[src/rtl/fetch_stage.sv]
// fetch_stage: owns the PC, issues one instruction-memory request at a time and registers the fetched word for decode
module fetch_stage #(
   parameter int DATA_WIDTH = 32,
   parameter logic [DATA_WIDTH-1:0] RESET_PC = 32'hBFC00000
) (
   input  logic                  clk,
   input  logic                  rst,
   input  logic                  stall,
   input  logic                  PCSrc,
   input  logic [DATA_WIDTH-1:0] PCTarget,
   output logic                  imem_req,
   output logic [DATA_WIDTH-1:0] imem_addr,
   input  logic                  imem_valid,
   input  logic [DATA_WIDTH-1:0] imem_rdata,
   output logic [DATA_WIDTH-1:0] instr,
   output logic [DATA_WIDTH-1:0] pc,
   output logic [DATA_WIDTH-1:0] pc_plus4,
   output logic                  instr_valid
);
   localparam logic [DATA_WIDTH-1:0] NOP = DATA_WIDTH'(32'h00000013);
   localparam logic [DATA_WIDTH-1:0] FOUR = DATA_WIDTH'(4);
   typedef enum logic [1:0] {IDLE, BUSY, DROP} state_t;
   state_t state, state_nx;
   logic [DATA_WIDTH-1:0] fetch_pc;
   logic capture, consume;
   assign imem_addr = fetch_pc;
   // request strobe, capture/consume events and next state; a redirect turns an outstanding fetch stale
   always_comb begin
      imem_req = (state == IDLE) && !PCSrc && !(instr_valid && stall);
      capture  = (state == BUSY) && imem_valid && !PCSrc;
      consume  = instr_valid && !stall;
      state_nx = (state == IDLE) ? (imem_req ? BUSY : IDLE) :
                 imem_valid ? IDLE :
                 (state == BUSY && PCSrc) ? DROP : state;
   end
   // fetch state register
   always_ff @(posedge clk or posedge rst) begin
      if (rst) state <= IDLE;
      else state <= state_nx;
   end
   // fetch address: redirect wins, otherwise advance after each accepted word
   always_ff @(posedge clk or posedge rst) begin
      if (rst) fetch_pc <= RESET_PC;
      else if (PCSrc) fetch_pc <= {PCTarget[DATA_WIDTH-1:2], 2'b00};
      else if (capture) fetch_pc <= fetch_pc + FOUR;
   end
   // output register to decode; a redirect flushes it to a NOP but keeps pc/pc_plus4
   always_ff @(posedge clk or posedge rst) begin
      if (rst) begin
         instr       <= NOP;
         pc          <= '0;
         pc_plus4    <= '0;
         instr_valid <= 1'b0;
      end else if (PCSrc) begin
         instr       <= NOP;
         instr_valid <= 1'b0;
      end else if (capture) begin
         instr       <= imem_rdata;
         pc          <= fetch_pc;
         pc_plus4    <= fetch_pc + FOUR;
         instr_valid <= 1'b1;
      end else if (consume) begin
         instr_valid <= 1'b0;
      end
   end
endmodule

[config.mk]
export PLATFORM = sky130hd
export DESIGN_NAME = fetch_stage
export DESIGN_NICKNAME = d
export VERILOG_FILES = /design/src/rtl/fetch_stage.sv
export SDC_FILE = /design/constraint.sdc
export NUM_CORES = 1
export LEC_CHECK = 0
export ABC_AREA = 0
export CORE_MARGIN = 3
export CORE_UTILIZATION = 23
export DETAILED_ROUTE_END_ITERATION = 6
export HOLD_SLACK_MARGIN = 0.12
export SLEW_MARGIN = 20
export SYNTH_ARGS = -nofsm -noshare
export SYNTH_HDL_FRONTEND = slang
export SYNTH_SLANG_ARGS = --single-unit
[constraint.sdc]
create_clock -name clk -period 4.85 [get_ports clk]
set_input_delay 0.97 -clock clk [delete_from_list [all_inputs] [get_ports clk]]
set_output_delay 0.97 -clock clk [all_outputs]
set_load 0.02 [all_outputs]
==> impl_metrics.json, run 1 <==
{
  "post-place-ws_ns": 1.254,
  "grt_pass1_wl_um": 29500,
  "p_leak_nw": 3.503,
  "utilization_pct": 34.31,
  "cp_cell_sequence": "clkdlybuf4s50_1 > a2111oi_0 > clkdlybuf4s50_1",
  "grt_pass1_vias": 4970,
  "ys.flop_type": "dfrtp_1",
  "maxCapViolCount": 0,
  "placementRows": 58,
  "fin_ws_ns": 1.229,
  "grt_use_total_pct": 13.29,
  "routed_wl_um": 18240,
  "worst_pin_slew_ns": 0.9571,
  "ys_ff_latch": 125,
  "clkPwrFrac_pct": 30.2,
  "status": "finished, final reports clean",
  "period_needed_ns": 3.621,
  "first_iter_violations": 317,
  "clk_latency_ns": 0.41,
  "finalSetupViolCount": 0,
  "wl_per_cell_um": 15.68,
  "cts_sinks": 125,
  "cpPeakStageDelay_ns": 0.73,
  "io_pins": 199,
  "synth_edf_count": 0,
  "synth_top_area_share_pct": 47.77,
  "coreArea_um2": 25250,
  "synth.distinct_cells": 45,
  "crit_arrival_ns": 2.65,
  "p_per_area_nw_per_um2": 510.4,
  "crit_top_cell": "clkdlybuf4s50_1",
  "dr_total_vias": 5003,
  "antenna_found_initial": 0,
  "internal-power_mw": 2.881,
  "clock_skew_ns": 0.007763,
  "max_freq_ghz": 0.2761,
  "drv_slew": 0,
  "max-vdd-ir-drop_uv": 229.3,
  "syn-instance-count": 656,
  "synthTopCellsByCount": "231 x nand2_1, 113 x dfrtp_1, 42 x o21ai_0",
  "clk_pin_slew_ns": 0.05,
  "synthToLayoutAreaGrowth_pct": 46.37,
  "relSlewSlack_pct": 36.04,
  "grt_max_degree": 89,
  "hold_path_class": "register to register",
  "path_class": "primary input to output pin",
  "final-hold-violation-count": 0,
  "placement.io_buffers": 190,
  "clockBufferDepth": 2,
  "swShare_pct": 34.86,
  "antennaDiodeCount": 0,
  "seq_area_frac_synth_pct": 53.10,
  "slowest_stage": "clkdlybuf4s50_1",
  "dp.final_hpwl_um": 12260,
  "cts_tree": "yes",
  "finalSetupTns_ns": 0,
  "cts_buffers": 17,
  "synth_area_per_cell_um2": 9.024,
  "p_switching_mw": 1.541,
  "place.gp.congestion": 0.7315,
  "die_y_um": 166.4,
  "cp.required_ns": 3.88,
  "timing.final.crit_share_pct": 74.66,
  "yosys.area.top_type": "dfrtp_1",
  "path_max_fanout": 2,
  "dieWidth_um": 166.4,
  "initial_core_util_pct": 23.44,
  "gr-total-overflow": 0,
  "drive_above_1_share_pct": 9.364,
  "ys.warnings.count": 0,
  "synth.area.top_cells": "dfrtp_1 48%, nand2_1 15%, dfstp_2 5.3%, xnor2_1 5.0%, o21ai_0 3.6%",
  "ctsHoldBuffers": 0,
  "antenna_left": 0,
  "remaining_drc_errors": 0,
  "p_comb_share_pct": 34.8,
  "dieArea_um2": 27700,
  "async_flop_share_pct": 100.0,
  "drt_pass1_iterations": 5,
  "p_seq_share_pct": 35.0,
  "h-tree-depth": 4,
  "cp-end-kind": "output pin",
  "post_cts_buffers": 0,
  "ctsResizeCount": 0,
  "viasPerCell": 4.302,
  "netlist_area_um2": 5919,
  "layout.nets": 890,
  "start_kind": "primary input",
  "rsz0062_at_grt": "no",
  "yosysMostFrequentCell": "nand2_1",
  "cts_root_buf": "clkbuf_16"
}
## per-layer routing
metal | GRT usage (%) | up-vias | part of all wire, %
met4 | 3.802 | 0 | 1.1
met1 | 17.12 | 2373 | 45
met2 | 20.95 | 151 | 47
met3 | 5.056 | 15 | 7.6
met5 | 0 | - | 0
li1 | - | 2464 | -
## cells in the final DEF (no fill, tap or decap), types with 2 or more instances in the layout
cell type,instances
clkbuf_8,3
clkinvlp_4,4
nand3b_1,4
dfrtp_1,113
nor3_2,7
o21ai_1,11
inv_1,2
or4_1,3
o21ai_2,3
nand3_1,13
nand4_1,12
xor2_1,22
conb_1,6
nor3_1,8
bufinv_16,3
and4_1,3
and3_1,2
or3_1,2
a21oi_1,32
nand3_2,2
buf_4,8
clkinv_2,4
mux2i_1,2
clkbuf_16,17
nor2b_1,2
dfstp_2,12
nor2_1,15
nor4_4,2
xnor2_1,34
nand2_1,231
clkdlybuf4s50_1,189
nor4_2,5
o21ai_0,42
## worst paths after layout
path / from / end / slack (ns) / cells past startpoint
setup / recovery: stall / imem_req / 1.23 / 3
hold / removal: pc[11] / pc[11] / 0.47 / 2
setup reg to reg: imem_addr[3] / imem_addr[30] / 2.27 / 6
hold reg to reg: pc[11] / pc[11] / 0.47 / 2
max in group asynchronous: rst / imem_addr[28] / 2.88 / 3
min in group asynchronous: rst / instr[8] / 1.07 / 2
## critical path, delay by kind of cell
kind	cells	cell delay [ns]
AO/OA/AOI/OAI	1	0.54
buffers and inverters	2	1.15
## kinds of logic after synthesis
kind of cell | after synthesis | share of synthesized area (%)
XOR/XNOR | 56 | 8.286
other | 1 | 0.06335
flip-flops | 125 | 53.10
AND/OR/NAND/NOR | 318 | 24.92
buffers and inverters | 60 | 4.756
adder cells (fa/ha/maj) | 1 | 0.2113
multiplexers | 3 | 0.5284
AO/OA/AOI/OAI | 92 | 8.138
## flip-flops by register name, summed over array words and instances (netlist names)
register	cells
state	2
instr	32
pc_plus4	30
imem_addr	30
instr_valid	1
pc	30
## power groups by stage
stage	Sequential, mW	Clock [mW]	Combinational, mW
floorplan	1.87	0	0.448
global placement	1.55	0	1.55
detailed placement	1.56	0	1.56
CTS	1.55	1.38	1.57
global route	1.59	1.42	1.67
finish	1.55	1.33	1.54
## stage by stage
stage               instance area, um^2  std cells  power, mW  hold WS [ns]
CTS                                8665       1163      4.496        0.4764
global route                       8665       1163      4.688        0.4844
detailed placement                 8054       1131      3.128        0.4620
global placement                   8054       1131      3.106        0.4580
floorplan                          5938        661      2.316        0.5012
finish                             8665       1163      4.422        0.4719
## final cells by class
class                      instances  area [um^2]
inverter                           3        16.27
tap                              330        412.9
clock inverter                    11        140.1
fill                            2640        16590
timing repair buffer             197         1952
multi-input combinational        476         2530
clock buffer                      21        470.5
sequential                       125         3143
Power figures use the tool's default switching activity.
==> run 2: changes to the inputs <==
==> constraint.sdc (replaced) <==
create_clock -name clk -period 3.1 [get_ports clk]
set_input_delay 0.62 -clock clk [delete_from_list [all_inputs] [get_ports clk]]
set_output_delay 0.62 -clock clk [all_outputs]
set_load 0.02 [all_outputs]
==> impl_metrics.json, run 2 (synthesis gave the netlist of run 1 again) <==
{
  "drt_pass1_iterations": 4,
  "grt_max_degree": 71,
  "cts_buffers": 17,
  "start_kind": "primary input",
  "viasPerCell": 4.328,
  "final-hold-violation-count": 0,
  "p_leak_nw": 3.573,
  "initial_core_util_pct": 23.44,
  "dp.final_hpwl_um": 12440,
  "r2r-start": "imem_addr[3]",
  "place_inst": 1139,
  "largest_reg_flops": 32,
  "cp_cell_sequence": "clkdlybuf4s50_1 > a2111oi_0 > buf_4 > clkdlybuf4s50_1",
  "layoutNonFillerInstCount": 1171,
  "synthToLayoutAreaGrowth_pct": 48.59,
  "antenna_left": 0,
  "period_needed_ns": 2.868,
  "cpPeakStageDelay_ns": 0.61,
  "crit_arrival_ns": 2.25,
  "path_class": "primary input to output pin",
  "maxCapViolCount": 0,
  "layout_commonest_cell": "nand2_1",
  "min-delay-start": "pc[17]",
  "finalSetupViolCount": 0,
  "clockBufferDepth": 2,
  "grt_pass1_vias": 5070,
  "path_max_fanout": 2,
  "clk_pin_slew_ns": 0.06,
  "rsz0062_at_grt": "no",
  "crit_start": "stall",
  "layout.nets": 898,
  "crit_top_cell": "clkdlybuf4s50_1",
  "ctsResizeCount": 0,
  "grt_pass1_wl_um": 29700,
  "post-place-ws_ns": 0.2638,
  "drv_slew": 0,
  "timing.final.crit_share_pct": 92.51,
  "hold_path_class": "register to register",
  "max-vdd-ir-drop_uv": 346.9,
  "slowest_stage": "clkdlybuf4s50_1",
  "placement.io_buffers": 190,
  "cts_tree": "yes",
  "remaining_drc_errors": 0,
  "fin_ws_ns": 0.2322,
  "cp.required_ns": 2.48,
  "cts_sinks": 125,
  "num-fill-cells": 2598,
  "worst_pin_slew_ns": 0.8515,
  "die_y_um": 166.4,
  "mostFrequentLayoutCells": "231 x nand2_1, 189 x clkdlybuf4s50_1, 113 x dfrtp_1",
  "max_freq_ghz": 0.3487,
  "wl_per_cell_um": 15.43,
  "first_iter_violations": 258,
  "finalSetupTns_ns": 0,
  "grt_use_total_pct": 13.36,
  "routed_wl_um": 18070,
  "gr-total-overflow": 0,
  "cts_root_buf": "clkbuf_16",
  "total_power_mw": 7.029,
  "p_per_area_nw_per_um2": 799.1,
  "utilization_pct": 34.83,
  "status": "finished, final reports clean",
  "dieArea_um2": 27700,
  "ctsHoldBuffers": 0,
  "io_pins": 199,
  "antenna_found_initial": 0,
  "dr_total_vias": 5068,
  "clk_latency_ns": 0.42,
  "placementRows": 58,
  "coreArea_um2": 25250,
  "regMostFlops": "instr",
  "antennaDiodeCount": 0,
  "dieWidth_um": 166.4,
  "relSlewSlack_pct": 43.24,
  "clock_skew_ns": 0.01165,
  "drive_above_1_share_pct": 10.34,
  "cp-end-kind": "output pin",
  "post_cts_buffers": 0,
  "place.gp.congestion": 0.7294,
  "h-tree-depth": 4
}
run 2: cell count changes in the layout (fill, tap and decap cells not counted), sizes merged:
| cell | before | now |
|---|---|---|
| clkbuf | 21 | 18 |
| clkinvlp | 4 | 3 |
| inv | 3 | 2 |
| clkinv | 4 | 8 |
| bufinv | 3 | 4 |
| buf | 8 | 16 |
run 2: critical path, delay by kind of cell:
family,cells,cell delay (ns)
buffers and inverters,3,1.21
AO/OA/AOI/OAI,1,0.42
run 2: final cells by class:
class | count | area [um^2] | area share, %
clock buffers | 18 | 439.2 | 4.993
clock inverters | 14 | 193.9 | 2.205
inverters | 3 | 15.01 | 0.1707
multi-input cells | 476 | 2530 | 28.76
flip-flops and latches | 125 | 3143 | 35.73
well taps | 330 | 412.9 | 4.694
repair buffers | 205 | 2062 | 23.44
run 2: path summary, 6_finish.rpt:
path / endpoint / slack, ns / cells after the start
max in group asynchronous: imem_addr[22] / 2.04 / 3
max: imem_req / 0.23 / 4
min in group asynchronous: instr[26] / 0.64 / 3
max reg2reg: imem_addr[30] / 0.62 / 6
min reg2reg: pc[17] / 0.47 / 2
min: pc[17] / 0.47 / 2
run 2: routing by layer:
metal	global-route usage, %	vias to the layer above	wire (um)
met5	0	-	0
met4	3.551	0	167
met3	4.795	14	1398
met2	20.79	151	8423
met1	17.72	2421	8084
li1	-	2482	-
run 2: report_power, final:
group | switching (mW) | internal, mW
sequential | 0.321 | 2.10
combinational | 1.33 | 1.12
clock | 0.796 | 1.37
run 2: stage by stage:
step                      instance area, um^2  hold slack [ns]
after CTS                                8796           0.4771
after floorplan                          5942           0.5012
after global routing                     8796           0.4898
after global placement                   8163           0.4575
final                                    8796           0.4702
after detailed placement                 8163           0.4625
